**config.mk**
```make
export PLATFORM = sky130hd
export DESIGN_NAME = bool_exp_table
export DESIGN_NICKNAME = d
export VERILOG_FILES = /design/src/rtl/bool_sweep_pkg.sv /design/src/rtl/bool_exp_table.sv
export SDC_FILE = /design/constraint.sdc
export NUM_CORES = 1
export LEC_CHECK = 0
export ABC_CLOCK_PERIOD_IN_PS = 2000
export BUFFER_PORTS_ARGS = -buffer_cell sky130_fd_sc_hd__buf_2
export CORE_ASPECT_RATIO = 1.1
export CORE_MARGIN = 5
export CORE_UTILIZATION = 55
export CTS_BUF_LIST = sky130_fd_sc_hd__clkbuf_8 sky130_fd_sc_hd__clkbuf_16
export DETAILED_ROUTE_END_ITERATION = 7
export PLACE_DENSITY = 0.77
export SLEW_MARGIN = 30
export SYNTH_ARGS = -nofsm -noshare
export SYNTH_HDL_FRONTEND = slang
export SYNTH_SLANG_ARGS = --single-unit
```
**constraint.sdc**
```tcl
create_clock -name clk -period 2 [get_ports clk]
set_clock_uncertainty 0.2 [all_clocks]
set_input_delay 0.3 -clock clk [delete_from_list [all_inputs] [get_ports clk]]
set_output_delay 0.3 -clock clk [all_outputs]
set_load 0.01 [all_outputs]
```
**src/rtl/bool_sweep_pkg.sv**
```systemverilog
// Shared types and helpers for the Boolean truth-table sweeper.
package bool_sweep_pkg;

  typedef enum logic [1:0] {
    ST_IDLE = 2'd0,
    ST_HOLD = 2'd1,
    ST_DONE = 2'd2
  } state_t;

  // Number of input vectors for an n-input block (NUM_VEC = 1 << N_IN)
  function automatic int unsigned num_vec(input int unsigned n);
    return 32'd1 << n;
  endfunction

endpackage

```
**src/rtl/bool_exp_table.sv**
```systemverilog
// Expected truth table: 2^N_IN x N_OUT register file, one write port,
// one combinational read port.
module bool_exp_table
  import bool_sweep_pkg::*;
#(
  parameter int N_IN  = 3,
  parameter int N_OUT = 3
) (
  input  logic             clk,
  input  logic             rst_n,
  input  logic             we,
  input  logic [N_IN-1:0]  waddr,
  input  logic [N_OUT-1:0] wdata,
  input  logic [N_IN-1:0]  raddr,
  output logic [N_OUT-1:0] rdata
);
  localparam int unsigned NUM_VEC = num_vec(N_IN);

  logic [N_OUT-1:0] r_mem [NUM_VEC];

  always_ff @(posedge clk or negedge rst_n) begin
    if (!rst_n) begin
      for (int unsigned i = 0; i < NUM_VEC; i++) r_mem[i] <= '0;
    end else if (we) begin
      r_mem[waddr] <= wdata;
    end
  end

  assign rdata = r_mem[raddr];

endmodule

```
Yosys cells after proc, flatten, opt, wreduce, memory -nomap -nowiden
Index checks and enable logic that the tools add are counted.

storage, ports and cells
  output and inout bits = 3
  bits of input ports = 12
  logic and storage cells = 20
  bits in read-only memories = 0
  register bits after elaboration = 24
  bits in latches = 0
  memories = 0
  bits in writable memories = 0

cells by class
  equality and inequality tests = 0
  divide/modulo/power cells = 0
  reduce and logical (&&, ||, !) cells = 1
  multipliers = 0
  mux-type cells = 6
  bitwise logic cells = 2
  add/sub/neg operators = 0
  shifts and indexed selects = 0
  order comparisons = 3

operators with widths
  cell                                                                           number
  24-bit bitwise mux                                                             1
  3-bit binary-select mux with 3-bit select                                      1
  3-bit demux with 3-bit select                                                  1
  3-bit two-way mux                                                              3
  4-bit >= comparator (second input constant)                                    2
  3-bit NOT with 4-bit output                                                    2
  4-bit by 1-bit less-than comparator with 1-bit output (second input constant)  1
  1-bit logical AND                                                              1

Logic depth before layout (Yosys ltp)
  depth after elaboration = 6
  mapped depth = 3
  gate-level depth less buffers = 2

Worst setup path before layout
Ideal clock, no wire load.

  path kind = input to output
  start = input port raddr[0]
  end = output port rdata[0]
  data required time = 1.500 ns
  buffers on the path = 1
  setup slack = 0.280 ns
  cell stages on the path = 3
  data arrival time = 1.220 ns
  cell sequence = buf_6 -> mux4_1 -> mux2_2

between the ends
  longest elaborated chain between the ends = 4

ends and longest elaborated chain
  element                                               line                  text
  from (decl)                                           bool_exp_table.sv:14  input logic [N_IN-1:0] raddr,
  3-bit NOT with 4-bit output (implied by the code)     bool_exp_table.sv:29  assign rdata = r_mem[raddr];
  3-bit binary-select mux with 3-bit select             bool_exp_table.sv:29
  3-bit two-way mux (implied by the code) (2 in a row)  bool_exp_table.sv:29
  to (decl)                                             bool_exp_table.sv:15  output logic [N_OUT-1:0] rdata

No other way between the ends. The select of a mux whose other input is x is not followed.

Worst setup path in the final report
  start = register r_mem[7] (netlist bit)
  end = output port rdata[1]

between the ends
  longest elaborated chain between the ends = 3

ends and longest elaborated chain
  element                                               line                  text
  from (decl)                                           bool_exp_table.sv:19  logic [N_OUT-1:0] r_mem [NUM_VEC];
  from (signal, indexed assignment)                     bool_exp_table.sv:25  r_mem[waddr] <= wdata;
  3-bit binary-select mux with 3-bit select             bool_exp_table.sv:29
  3-bit two-way mux (implied by the code) (2 in a row)  bool_exp_table.sv:29

No other way between the ends. The select of a mux whose other input is x is not followed.

==> out/metrics.json <==
{
  "status": "complete, but fails checks",
  "violations": "negative setup slack",
  "critPathKind": "flip-flop to output pin",
  "synth_seq_area_share_pct": 51.8,
  "relSlewSlack_pct": 64.3,
  "area_of_the_placeable_core_sq_um": 2020,
  "crit_path_max_fo": 2,
  "largest_register_ff_count": 24,
  "drt_iter0_markers": 6,
  "power.density_cell_area_nw_per_um2": 927,
  "ys_ff_latch": 24,
  "final.setup.tns_ns": -0.0471,
  "cts_sinks": 24,
  "final_net_count": 98,
  "cts-root-buf": "sky130_fd_sc_hd__clkbuf_8",
  "insertion_delay_to_the_later_sink_of_the_worst_skew_pair_ns": 0.26,
  "rows": 17,
  "worst_path_dominant_cell_family": "multiplexers",
  "largestRegisters": "r_mem x24",
  "crit_buf_inv": 1,
  "drt_wl_total_mm": 2.16,
  "insertedDiodeCount": 0,
  "power_leakage_nw": 0.553,
  "final_layout_size_suffix_gt1_share_pct": 65.5,
  "die_h_microns": 58.1,
  "min_from": "wdata[2]",
  "dieArea_sq_um": 3130,
  "top_register": "r_mem",
  "grt_max_degree": 25,
  "number_of_antenna_violations_at_the_first_check_in_global_routing": 0,
  "cts-buffers-inserted": 3,
  "worstReg2RegStart": "r_mem[14]",
  "tritoncts": "yes",
  "mappedNetlistArea_sq_um": 1160,
  "cap_violations": 0,
  "cts.reportedPaths.clkPinSlew_ns": 0.08,
  "critical_path_required_ns": 1.50,
  "max-clock-path-buffers": 2,
  "rr_worst_depth": 2,
  "vias_per_cell": 5.88,
  "synth_area_per_cell_sq_um": 17.6,
  "ys.warnings.count": 0,
  "end_kind": "output pin",
  "track_usage_pct": 17.0,
  "boundaryPins": 15,
  "synth.net_count": 78,
  "post_detailed_route_drc_marker_count": 0,
  "drt.antenna.violating_nets": 0,
  "cts.htree.levels": 1,
  "max_slew.worst_pin.slew_ns": 0.534,
  "dp.final_hpwl_mm": 1.55,
  "timing.critical_path.slowest_cell_delay_ns": 0.46,
  "number_of_distinct_library_cell_variants_in_the_gate_level_netlist_after_synthesis": 8,
  "detailedRoute.firstPassIterationCount": 3,
  "rsz0062_at_grt": "yes",
  "initial_core_utilization_pct": 57.3,
  "fin_crit_sh_pct": 101,
  "grt.overflow.total": 0,
  "die_w_microns": 53.8,
  "port_buffers": 14,
  "crit_path_cell_trace": "mux4_2 > mux2_4 > buf_6",
  "hold_path_depth": 2,
  "timing.critical_path.arrival_ns": 1.52,
  "globalplace.congestion": 0.718,
  "worst_ir_drop_vdd_mv": 0.558,
  "holdPathEnd": "r_mem[2]",
  "hold_class": "input pin to flip-flop",
  "timing.critical_path.slowest_stage_cell": "sky130_fd_sc_hd__mux4_2",
  "area.growth.synth_to_final_pct": 13.2,
  "slew_viol_final": 0,
  "first_global_vias": 690,
  "holdWs_ns": 0.166,
  "rrSetupSlack_ns": 0.92,
  "final_hold_viol_count": 0,
  "final_critical_path_setup_slack_ns": -0.0186,
  "vias": 658,
  "p_total_mw": 1.21,
  "syn_inst": 66,
  "period_needed_ns": 2.02,
  "global_route_wire_length_before_repair_mm": 3.64,
  "finalSetupViolCount": 3,
  "timing.rr.end": "r_mem[14]",
  "maxClockFrequency_ghz": 0.495,
  "route.detailed.wl_per_inst_microns": 19.3,
  "start_kind": "flip-flop"
}
-- how the worst max path moves through the flow --
| stage | start | slack, ns | cells after the start | end |
|---|---|---|---|---|
| finish | r_mem[7] | -0.02 | 3 | rdata[1] |
| global route | r_mem[8] | -0.06 | 3 | rdata[2] |
| CTS | r_mem[7] | -0.02 | 3 | rdata[1] |
| detailed placement | raddr[0] | 0.05 | 4 | rdata[1] |
| global placement | raddr[0] | 0.05 | 4 | rdata[1] |
| floorplan | raddr[0] | 0.28 | 3 | rdata[0] |
-- metal layers --
layer	up-vias	GRT usage (%)	wire (microns)
li1	299	-	-
met1	338	23.7	1030
met2	16	25.3	1010
met3	5	3.34	82
met4	0	7.66	45
met5	-	0	0
-- Yosys cell counts --
cell	instances	area, sq um
sky130_fd_sc_hd__dfrtp_1	24	601
sky130_fd_sc_hd__and4bb_2	3	37.5
sky130_fd_sc_hd__nor4b_2	1	15.0
sky130_fd_sc_hd__mux4_1	6	158
sky130_fd_sc_hd__mux2_2	27	304
sky130_fd_sc_hd__buf_6	1	11.3
sky130_fd_sc_hd__nand4_1	1	6.26
sky130_fd_sc_hd__nand4b_1	3	26.3
-- worst register-to-register path: stages (launching register included) --
cell and delay, ns:
sky130_fd_sc_hd__dfrtp_1 0.38, sky130_fd_sc_hd__buf_4 0.13, sky130_fd_sc_hd__mux2_2 0.25
-- area by class of cell --
cell class / count / area [sq um]
repair buffers: 16 / 106
fillers: 162 / 709
flip-flops and latches: 24 / 601
well taps: 28 / 35.0
clock buffers: 3 / 41.3
multi-input cells: 41 / 528
-- layout by cell type (no fill, tap or decap) --
cell                            synthesis  final
sky130_fd_sc_hd__mux4_2                 0      6
sky130_fd_sc_hd__buf_6                  1      3
sky130_fd_sc_hd__buf_4                  0      1
sky130_fd_sc_hd__clkbuf_8               0      3
sky130_fd_sc_hd__nand4_1                1      1
sky130_fd_sc_hd__mux2_4                 0      1
sky130_fd_sc_hd__and4bb_2               3      3
sky130_fd_sc_hd__mux2_2                27     26
sky130_fd_sc_hd__buf_2                  0     11
sky130_fd_sc_hd__nor4b_2                1      1
sky130_fd_sc_hd__nand4b_1               3      3
sky130_fd_sc_hd__dlygate4sd3_1          0      1
sky130_fd_sc_hd__dfrtp_1               24     24
-- where the power goes --
| group | internal [mW] | total (mW) | leakage (nW) | switching [mW] |
|---|---|---|---|---|
| sequential | 0.592 | 0.651 | 0.288 | 0.0593 |
| clock | 0.134 | 0.274 | 0.0216 | 0.139 |
| combinational | 0.196 | 0.290 | 0.243 | 0.0943 |
| total | 0.922 | 1.21 | 0.553 | 0.293 |
-- what timing repair did --
| item | CTS | global route |
|---|---|---|
| pin swaps | 0 | 0 |
| buffers inserted | 1 | 0 |
| endpoints found under the hold margin | 24 | 0 |
| hold buffers | 1 | 0 |
| endpoints found under the setup margin | 3 | 3 |
| resized for setup | 10 | 0 |
-- cells by family after synthesis --
| family | share of synthesized area (%) |
|---|---|
| buffers and inverters | 0.972 |
| multiplexers | 39.8 |
| flip-flops | 51.8 |
| AND/OR/NAND/NOR | 7.34 |
-- stage by stage --
step / utilization (%) / cell area [sq um] / cells / setup WS (ns)
after global routing: 64.9 / 1310 / 112 / -0.0590
after global placement: 62.0 / 1250 / 107 / 0.0496
after floorplan: - / 1160 / 66 / 0.280
final: 64.9 / 1310 / 112 / -0.0186
after CTS: 64.9 / 1310 / 112 / -0.0229
after detailed placement: 62.0 / 1250 / 107 / 0.0491
No activity file was read; power rests on OpenSTA's default activity.
